--- src/rtl/fetch_queue_if.sv ---
// Fetch/decode handshake bundle for the instruction queue.
// master = fetch+decode side, slave = the queue itself.
interface fetch_queue_if #(
  parameter int INSTR_W = 32,
  parameter int PC_W    = 32,
  parameter int DEPTH   = 4,
  parameter int CNT_W   = 16
);
  localparam int CW = $clog2(DEPTH) + 1;

  logic               push_valid;
  logic               push_ready;
  logic [INSTR_W-1:0] push_instr;
  logic [PC_W-1:0]    push_pc_plus_4;
  logic               pop_valid;
  logic               pop_ready;
  logic [INSTR_W-1:0] pop_instr;
  logic [PC_W-1:0]    pop_pc_plus_4;
  logic               flush;
  logic [CW-1:0]      count;
  logic [CNT_W-1:0]   stall_cycles;

  modport master (
    output push_valid, push_instr, push_pc_plus_4,
    output pop_ready, flush,
    input  push_ready, pop_valid, pop_instr,
    input  pop_pc_plus_4, count, stall_cycles
  );

  modport slave (
    input  push_valid, push_instr, push_pc_plus_4,
    input  pop_ready, flush,
    output push_ready, pop_valid, pop_instr,
    output pop_pc_plus_4, count, stall_cycles
  );
endinterface

--- src/rtl/fetch_queue.sv ---
// DEPTH-entry circular instruction queue between fetch and decode,
// with flush, occupancy and saturating stall-cycle diagnostics.
module fetch_queue #(
  parameter int INSTR_W = 32,
  parameter int PC_W    = 32,
  parameter int DEPTH   = 4,
  parameter int CNT_W   = 16
) (
  input  logic          clk,
  input  logic          reset,
  fetch_queue_if.slave  q
);
  localparam int AW = $clog2(DEPTH);
  localparam int CW = AW + 1;

  logic [INSTR_W-1:0] r_instr [DEPTH];
  logic [PC_W-1:0]    r_pc    [DEPTH];
  logic [AW-1:0]      r_wptr;
  logic [AW-1:0]      r_rptr;
  logic [CW-1:0]      r_count;
  logic [CNT_W-1:0]   r_stall;

  logic w_push_ready;
  logic w_pop_valid;
  logic w_push;
  logic w_pop;

  // Handshake flags come only from the registered count.
  assign w_push_ready = (r_count != CW'(DEPTH));
  assign w_pop_valid  = (r_count != '0);
  assign w_push = q.push_valid & w_push_ready & ~q.flush;
  assign w_pop  = w_pop_valid & q.pop_ready & ~q.flush;

  always_ff @(posedge clk) begin
    if (w_push) begin
      r_instr[r_wptr] <= q.push_instr;
      r_pc[r_wptr]    <= q.push_pc_plus_4;
    end
  end

  always_ff @(posedge clk or posedge reset) begin
    if (reset) begin
      r_wptr  <= '0;
      r_rptr  <= '0;
      r_count <= '0;
      r_stall <= '0;
    end else begin
      if (q.flush) begin
        r_rptr  <= r_wptr;
        r_count <= '0;
      end else begin
        if (w_push) r_wptr <= r_wptr + AW'(1);
        if (w_pop)  r_rptr <= r_rptr + AW'(1);
        if (w_push && !w_pop)
          r_count <= r_count + CW'(1);
        else if (w_pop && !w_push)
          r_count <= r_count - CW'(1);
      end
      if (w_pop_valid && !q.pop_ready && !q.flush &&
          r_stall != '1)
        r_stall <= r_stall + CNT_W'(1);
    end
  end

  assign q.push_ready    = w_push_ready;
  assign q.pop_valid     = w_pop_valid;
  assign q.pop_instr     = w_pop_valid ? r_instr[r_rptr] : '0;
  assign q.pop_pc_plus_4 = w_pop_valid ? r_pc[r_rptr] : '0;
  assign q.count         = r_count;
  assign q.stall_cycles  = r_stall;
endmodule

--- src/flat_wrapper.sv ---
// flat-port wrapper written by rule: the top's interface ports become plain ports
module fetch_queue_flat 
#(
  parameter int INSTR_W = 32,
  parameter int PC_W    = 32,
  parameter int DEPTH   = 4,
  parameter int CNT_W   = 16
)
  (clk, reset, q_push_valid, q_push_instr, q_push_pc_plus_4, q_pop_ready, q_flush, q_push_ready, q_pop_valid, q_pop_instr, q_pop_pc_plus_4, q_count, q_stall_cycles);
  fetch_queue_if #(.INSTR_W(INSTR_W), .PC_W(PC_W), .DEPTH(DEPTH), .CNT_W(CNT_W)) q_i ();
  input  logic clk;
  input  logic reset;
  input wire logic [$bits(q_i.push_valid)-1:0] q_push_valid;
  input wire logic [$bits(q_i.push_instr)-1:0] q_push_instr;
  input wire logic [$bits(q_i.push_pc_plus_4)-1:0] q_push_pc_plus_4;
  input wire logic [$bits(q_i.pop_ready)-1:0] q_pop_ready;
  input wire logic [$bits(q_i.flush)-1:0] q_flush;
  output wire logic [$bits(q_i.push_ready)-1:0] q_push_ready;
  output wire logic [$bits(q_i.pop_valid)-1:0] q_pop_valid;
  output wire logic [$bits(q_i.pop_instr)-1:0] q_pop_instr;
  output wire logic [$bits(q_i.pop_pc_plus_4)-1:0] q_pop_pc_plus_4;
  output wire logic [$bits(q_i.count)-1:0] q_count;
  output wire logic [$bits(q_i.stall_cycles)-1:0] q_stall_cycles;
  assign q_i.push_valid = q_push_valid;
  assign q_i.push_instr = q_push_instr;
  assign q_i.push_pc_plus_4 = q_push_pc_plus_4;
  assign q_i.pop_ready = q_pop_ready;
  assign q_i.flush = q_flush;
  assign q_push_ready = q_i.push_ready;
  assign q_pop_valid = q_i.pop_valid;
  assign q_pop_instr = q_i.pop_instr;
  assign q_pop_pc_plus_4 = q_i.pop_pc_plus_4;
  assign q_count = q_i.count;
  assign q_stall_cycles = q_i.stall_cycles;
  fetch_queue #(.INSTR_W(INSTR_W), .PC_W(PC_W), .DEPTH(DEPTH), .CNT_W(CNT_W)) u_core (.clk(clk), .reset(reset), .q(q_i));
endmodule
--- config.mk ---
export PLATFORM = sky130hd
export DESIGN_NAME = fetch_queue_flat
export DESIGN_NICKNAME = d
export VERILOG_FILES = /design/src/rtl/fetch_queue_if.sv /design/src/rtl/fetch_queue.sv /design/src/flat_wrapper.sv
export SDC_FILE = /design/constraint.sdc
export NUM_CORES = 1
export LEC_CHECK = 0
export ABC_AREA = 0
export BUFFER_PORTS_ARGS = -buffer_cell sky130_fd_sc_hd__buf_2
export CAP_MARGIN = 20
export CORE_MARGIN = 1.5
export CORE_UTILIZATION = 57
export DETAILED_ROUTE_END_ITERATION = 10
export HOLD_SLACK_MARGIN = 0.03
export PLACE_DENSITY = 0.79
export SYNTH_ARGS = -nofsm -noshare
export SYNTH_HDL_FRONTEND = slang
export SYNTH_SLANG_ARGS = --single-unit
--- constraint.sdc ---
create_clock -name clk -period 3.84 [get_ports clk]
set_input_delay 0.576 -clock clk [delete_from_list [all_inputs] [get_ports clk]]
set_output_delay 0.576 -clock clk [all_outputs]
set_load 0.005 [all_outputs]
# Yosys cells after proc, flatten, opt, wreduce, memory -nomap -nowiden
# Memories as Yosys holds them, arrays and structs flattened.
# Index checks and enable logic that the tools add are counted.
[classes] n_addsub=5 n_reduce_logical=13 multipliers=0 div_mod_pow=0 muxes=9 n_eq_ne=2 bitwise_logic=5 n_shift=0 magnitude_cmp=0
[ops] cell="32-bit 2-to-1 mux" count=2
[ops] cell="16-bit by 1-bit adder with 16-bit output (second input constant)" count=1
[ops] cell="16-bit != test (second input constant)" count=1
[ops] cell="3-bit 2-to-1 mux" count=3
[ops] cell="3-bit nonzero test" count=2
[ops] cell="1-bit logical AND" count=5
[ops] cell="2-bit by 1-bit adder with 2-bit output (second input constant)" count=2
[ops] cell="1-bit AND" count=4
[ops] cell="1-bit logical NOT" count=4
[ops] cell="2-bit 2-to-1 mux" count=2
[ops] cell="3-bit by 1-bit adder with 3-bit output (second input constant)" count=1
[ops] cell="3-bit != test (second input constant)" count=1
[ops] cell="3-bit by 1-bit subtractor with 3-bit output (second input constant)" count=1
[ops] cell="1-bit 2-to-1 mux" count=2
[ops] cell="2-bit AND reduction" count=1
[ops] cell="2-bit nonzero test" count=1
[ops] cell="1-bit NOT" count=1
[totals] wordCells=40 inputBits=69 out_inout_bits=85 ff_bits=23 romBits=0 mem_count=2 ram_bits=256 latch_bits=0
[memory_table] name="u_core.r_instr" depth=4 width=32 rd=1 rd_ports_with_merged_regs=0 write_ports=1 line_no="fetch_queue.sv:16" text="logic [INSTR_W-1:0] r_instr [DEPTH];"
[memory_table] name="u_core.r_pc" depth=4 width=32 rd=1 rd_ports_with_merged_regs=0 write_ports=1 line_no="fetch_queue.sv:17" text="logic [PC_W-1:0] r_pc [DEPTH];"

# Logic depth before layout (Yosys ltp)
[logic_depth] ltp_word=8 mapped_depth=9 mapped_depth_nobuf=8

# Worst setup path before layout
# Ideal clock, no wire load.
[synth_timing] path_kind="in2reg" startpoint="input q_push_valid" endpoint="memory u_core.r_instr[0][0], enable pin" slack_ns=0.698 setup_ns=0.429 arrival_ns=2.713 path_stages=4 required_ns=3.411 path_buffers=1 path_cell_list="clkbuf_1 > nand2b_1 > a21oi_2 > and2_1"
[synth_via] elab_chain_cells=4
[synth_rtl] element="start, declared" line_no="flat_wrapper.sv:13" text="input wire logic [$bits(q_i.push_valid)-1:0] q_push_valid;"
[synth_rtl] element="1-bit AND (2 in a row)" line_no="fetch_queue.sv:31" text="assign w_push = q.push_valid & w_push_ready & ~q.flush;"
[synth_rtl] element="1-bit 2-to-1 mux" line_no="fetch_queue.sv:35" text="if (w_push) begin"
[synth_rtl] element="1-bit 2-to-1 mux (implied by the code)" line_no="fetch_queue.sv:36" text="r_instr[r_wptr] <= q.push_instr;"
[synth_rtl] element="end, declared" line_no="fetch_queue.sv:16"
# Every way passes these cells.

# Worst setup path in the final report
[layout_timing] startpoint="register u_core.r_rptr[0]" endpoint="output q_pop_instr[10]"
[layout_via] elab_chain_cells=2
[layout_rtl] element="start, declared" line_no="fetch_queue.sv:19" text="logic [AW-1:0] r_rptr;"
[layout_rtl] element="start signal, assigned" line_no="fetch_queue.sv:49" text="r_rptr <= r_wptr;"
[layout_rtl] element="start signal, assigned" line_no="fetch_queue.sv:53" text="if (w_pop) r_rptr <= r_rptr + AW'(1);"
[layout_rtl] element="memory 4 x 32 bit"
[layout_rtl] element="32-bit 2-to-1 mux" line_no="fetch_queue.sv:67" text="assign q.pop_instr = w_pop_valid ? r_instr[r_rptr] : '0;"
[layout_rtl] element="end, declared" line_no="flat_wrapper.sv:20" text="output wire logic [$bits(q_i.pop_instr)-1:0] q_pop_instr;"
# Every way passes these cells.

==> results.md <==
- Outcome: finished, final reports clean
- Clk_lat worst skew: 540 ps
- Main combinational cell family by area after synthesis: multiplexers
- Fraction of the mapped netlist area in compound gates: less than 1%
- Post-CTS Repair Setup Buffers: 0
- Ys flop type: edfxtp_1
- Critical path class: flip-flop to primary output
- Clk_skew: ~24 ps
- Gpl congestion: 0.8062
- CTS Hold Buffers Added: 0
- Pleak: about 0.0046 uW
- Total GRT Usage: approximately a fifth
- Num rows: 50
- Async SR Flop Fraction: 8.244%
- 1st-pass router iterations: 5
- Multiplexer share of the synthesized area: 13.51%
- Final Setup Violations: 0
- Top-count cell post-synth: edfxtp_1
- Setup_tns: 0 ps
- Starting Density: 58.53%
- Post-DP HPWL: 11610 um
- Mapped Avg Cell Area: 20.30 um2
- DRC: 0
- Post-DR wirelength/cell: around 21 um
- Dpl ws: 1120 ps
- Syn Nets: 618
- Final hold violation count: 0
- Worst hold slack: ~240 ps
- Synthesized flop and latch total: 279
- Clk sinks: 279
- CTS tree: done
- Iter 0 DRT Violations: 397
- DP Area: ~0.012 mm2
- Io pins: 154
- Max-cap violations: 0
- Core box area: ~0.019 mm2
- Switch share: 26.98%
- PD cells: 658.8 mW/mm2
- Die ar.: roughly 0.020 mm2
- CTS buffer count: 28
- Remaining global-route overflow: 0
- Simple-gate share of the synthesized area: ~7.1%
- Syn Std Cell Area: 0.01102 mm2
- Post-layout worst setup margin: 673.0 ps
- Sequential power share: 47.1%
- Filler instances: 1214
- Required @ worst endpoint: 3260 ps
- ANT cells: 0
- Area growth, synth to finish: 16.48%
- Largest net degree at the start of global routing: 66
- Remaining antenna violation count: 0
- Least-Margin Pin Slew: 1006 ps
- Register area share after synthesis: 74.97%
- Post_cts resized: 0
- IO Port Bufs: 153
- Post-synth EDFFs: ~260
- Htree depth: 1
- Hold crit path type: input pin to asynchronous set/reset pin
- Area share of the largest cell type after synthesis: about 70%
- Register clock-pin slew on the reported worst setup and hold paths: 60 ps
- First-pass GRT wire length: ~32000 um
- Share of cells above drive strength 1: 37.59%
- Post-synthesis cell count: 543
- Cell-internal power: 6176 uW
- Die height: 142.1 um
- Clk pwr share: 28.5%
- Startpoint types: flip-flop
- Synth Warn #: 0
- Final period utilization: 82.47%
- P_sw: 2282 uW
- Layout net count: approximately 780
- Slew Viols, Final: 0
- Max Clock Freq: around 0.32 GHz
- Worst Path Max Fanout: 43
- Clk buf depth: 3
- Design area: 0.01284 mm2
- Slew margin rel.: 32.94%
- Area share of fa/ha/maj cells after synthesis: less than 1%
- Via-to-Cell Ratio: 5.688
- R2R depth: 7
- XOR/XNOR Fraction of Synth Area: 1.430%
- Combinational share of power: approximately a quarter
- Initial antenna violation count: 1
- Area leader, netlist: edfxtp_1
- Worst vdd ir: 0.4789 mV
- RSZ-0062 raised after global routing: false
- Synth top cells by count: edfxtp_1 (256), and2_1 (70), mux4_2 (64), dfrtp_1 (23), xor2_1 (16)
- Chip width: 142.1 um
- Vias in the first global route: between 5000 and 6000
- CP arrival: approximately 2600 ps
- Vias: 5580
- Crit. End Element: primary output
- Tmin final: 3167 ps
- Clk root buf: clkbuf_16
- Area contributors post-synth: edfxtp_1 (70%), mux4_2 (13%), dfrtp_1 (5.2%), and2_1 (4.0%), xor2_1 (1.3%)
- Routed Wire Length: 20240 um
- Synth cell types: 43
-- power groups by stage --
| stage | Sequential [uW] | Combinational (uW) | Clock, uW |
|---|---|---|---|
| CTS | 3990 | 2110 | 2460 |
| global route | 4030 | 2270 | 2590 |
| detailed placement | 4050 | 2090 | 0 |
| floorplan | 3820 | 1550 | 0 |
| global placement | 4030 | 2060 | 0 |
| finish | 3980 | 2060 | 2410 |
-- state kept, by name, summed over array words and instances (netlist names) --
| register | flops |
|---|---|
| u_core.q.count | 3 |
| u_core.q.stall_cycles | 16 |
| u_core.r_instr | 128 |
| u_core.r_pc | 128 |
| u_core.r_rptr | 2 |
| u_core.r_wptr | 2 |
-- stage by stage --
step           total power (uW)  utilization [%]  instances
2_1_floorplan              5364                -        543
3_3_place_gp               6093            63.90        932
3_5_place_dp               6142            63.90        932
4_1_cts                    8557            68.18        981
5_1_grt                    8884            68.18        981
6_report                   8458            68.18        981
-- critical path, cell delays in order, from the launching register on --
cell and delay [ps]:
dfrtp_4 740, buf_12 380, mux4_2 560, and2_1 190, buf_2 130
-- cell usage in the layout (no fill, tap or decap), drive strengths merged --
| cell type | instances |
|---|---|
| nor4b | 1 |
| buf | 155 |
| edfxtp | 256 |
| nand2b | 3 |
| clkbuf | 46 |
| and2 | 70 |
| ha | 5 |
| and3 | 1 |
| a311o | 1 |
| nand4 | 7 |
| mux2 | 3 |
| mux4 | 64 |
| clkinv | 2 |
| nor3 | 8 |
| nand2 | 13 |
| fa | 1 |
| nor2 | 7 |
| a21oi | 3 |
| and4 | 2 |
| nand3 | 8 |
| o2111ai | 1 |
| nand3b | 1 |
| o31ai | 1 |
| a211oi | 2 |
| mux2i | 1 |
| xnor2 | 2 |
| xor2 | 16 |
| nor3b | 1 |
| nor4 | 2 |
| dfrtp | 23 |
| or3 | 1 |
| inv | 7 |
| a31oi | 1 |
| o21ai | 6 |
-- logic make-up after synthesis --
logic type | Yosys count
simple gates | 125
mux | 68
buf+inv | 32
flops | 279
xor+xnor | 18
fa+ha+maj | 6
compound gates | 15
-- metal layers --
metal	GRT usage [%]	part of all wire, %	vias to the layer above
met2	35.76	51	185
met1	26.80	40	2874
met4	5.534	2.3	2
li1	-	-	2474
met3	5.013	6.7	45
met5	0	0.064	-
-- area by class of cell --
class / count / area, um2 / area share (%)
Clock buffer: 46 / 778.2 / 6.062
Multi-Input combinational cell: 232 / 2621 / 20.42
Inverter: 6 / 22.52 / 0.1754
Timing Repair Buffer: 155 / 793.3 / 6.179
Tap cell: 260 / 325.3 / 2.534
Clock inverter: 3 / 27.53 / 0.2144
Sequential cell: 279 / 8270 / 64.42
-- final timing paths --
kind | from | end | slack, ps
max | u_core.r_rptr[0]$_DFFE_PP0P_ | q_pop_instr[10] | 670
min | reset | u_core.q.stall_cycles[2]$_DFFE_PP0P_ | 240
max reg2reg | u_core.q.count[2]$_DFFE_PP0P_ | u_core.q.count[2]$_DFFE_PP0P_ | 1170
min reg2reg | u_core.q.stall_cycles[0]$_DFFE_PP0P_ | u_core.q.stall_cycles[0]$_DFFE_PP0P_ | 520
max in group asynchronous | reset | u_core.r_rptr[1]$_DFFE_PP0P_ | 2920
min in group clk | q_push_pc_plus_4[31] | u_core.r_pc[0][31]$_DFFE_PP_ | 240
Note: power is estimated with default switching activity, not from simulation.
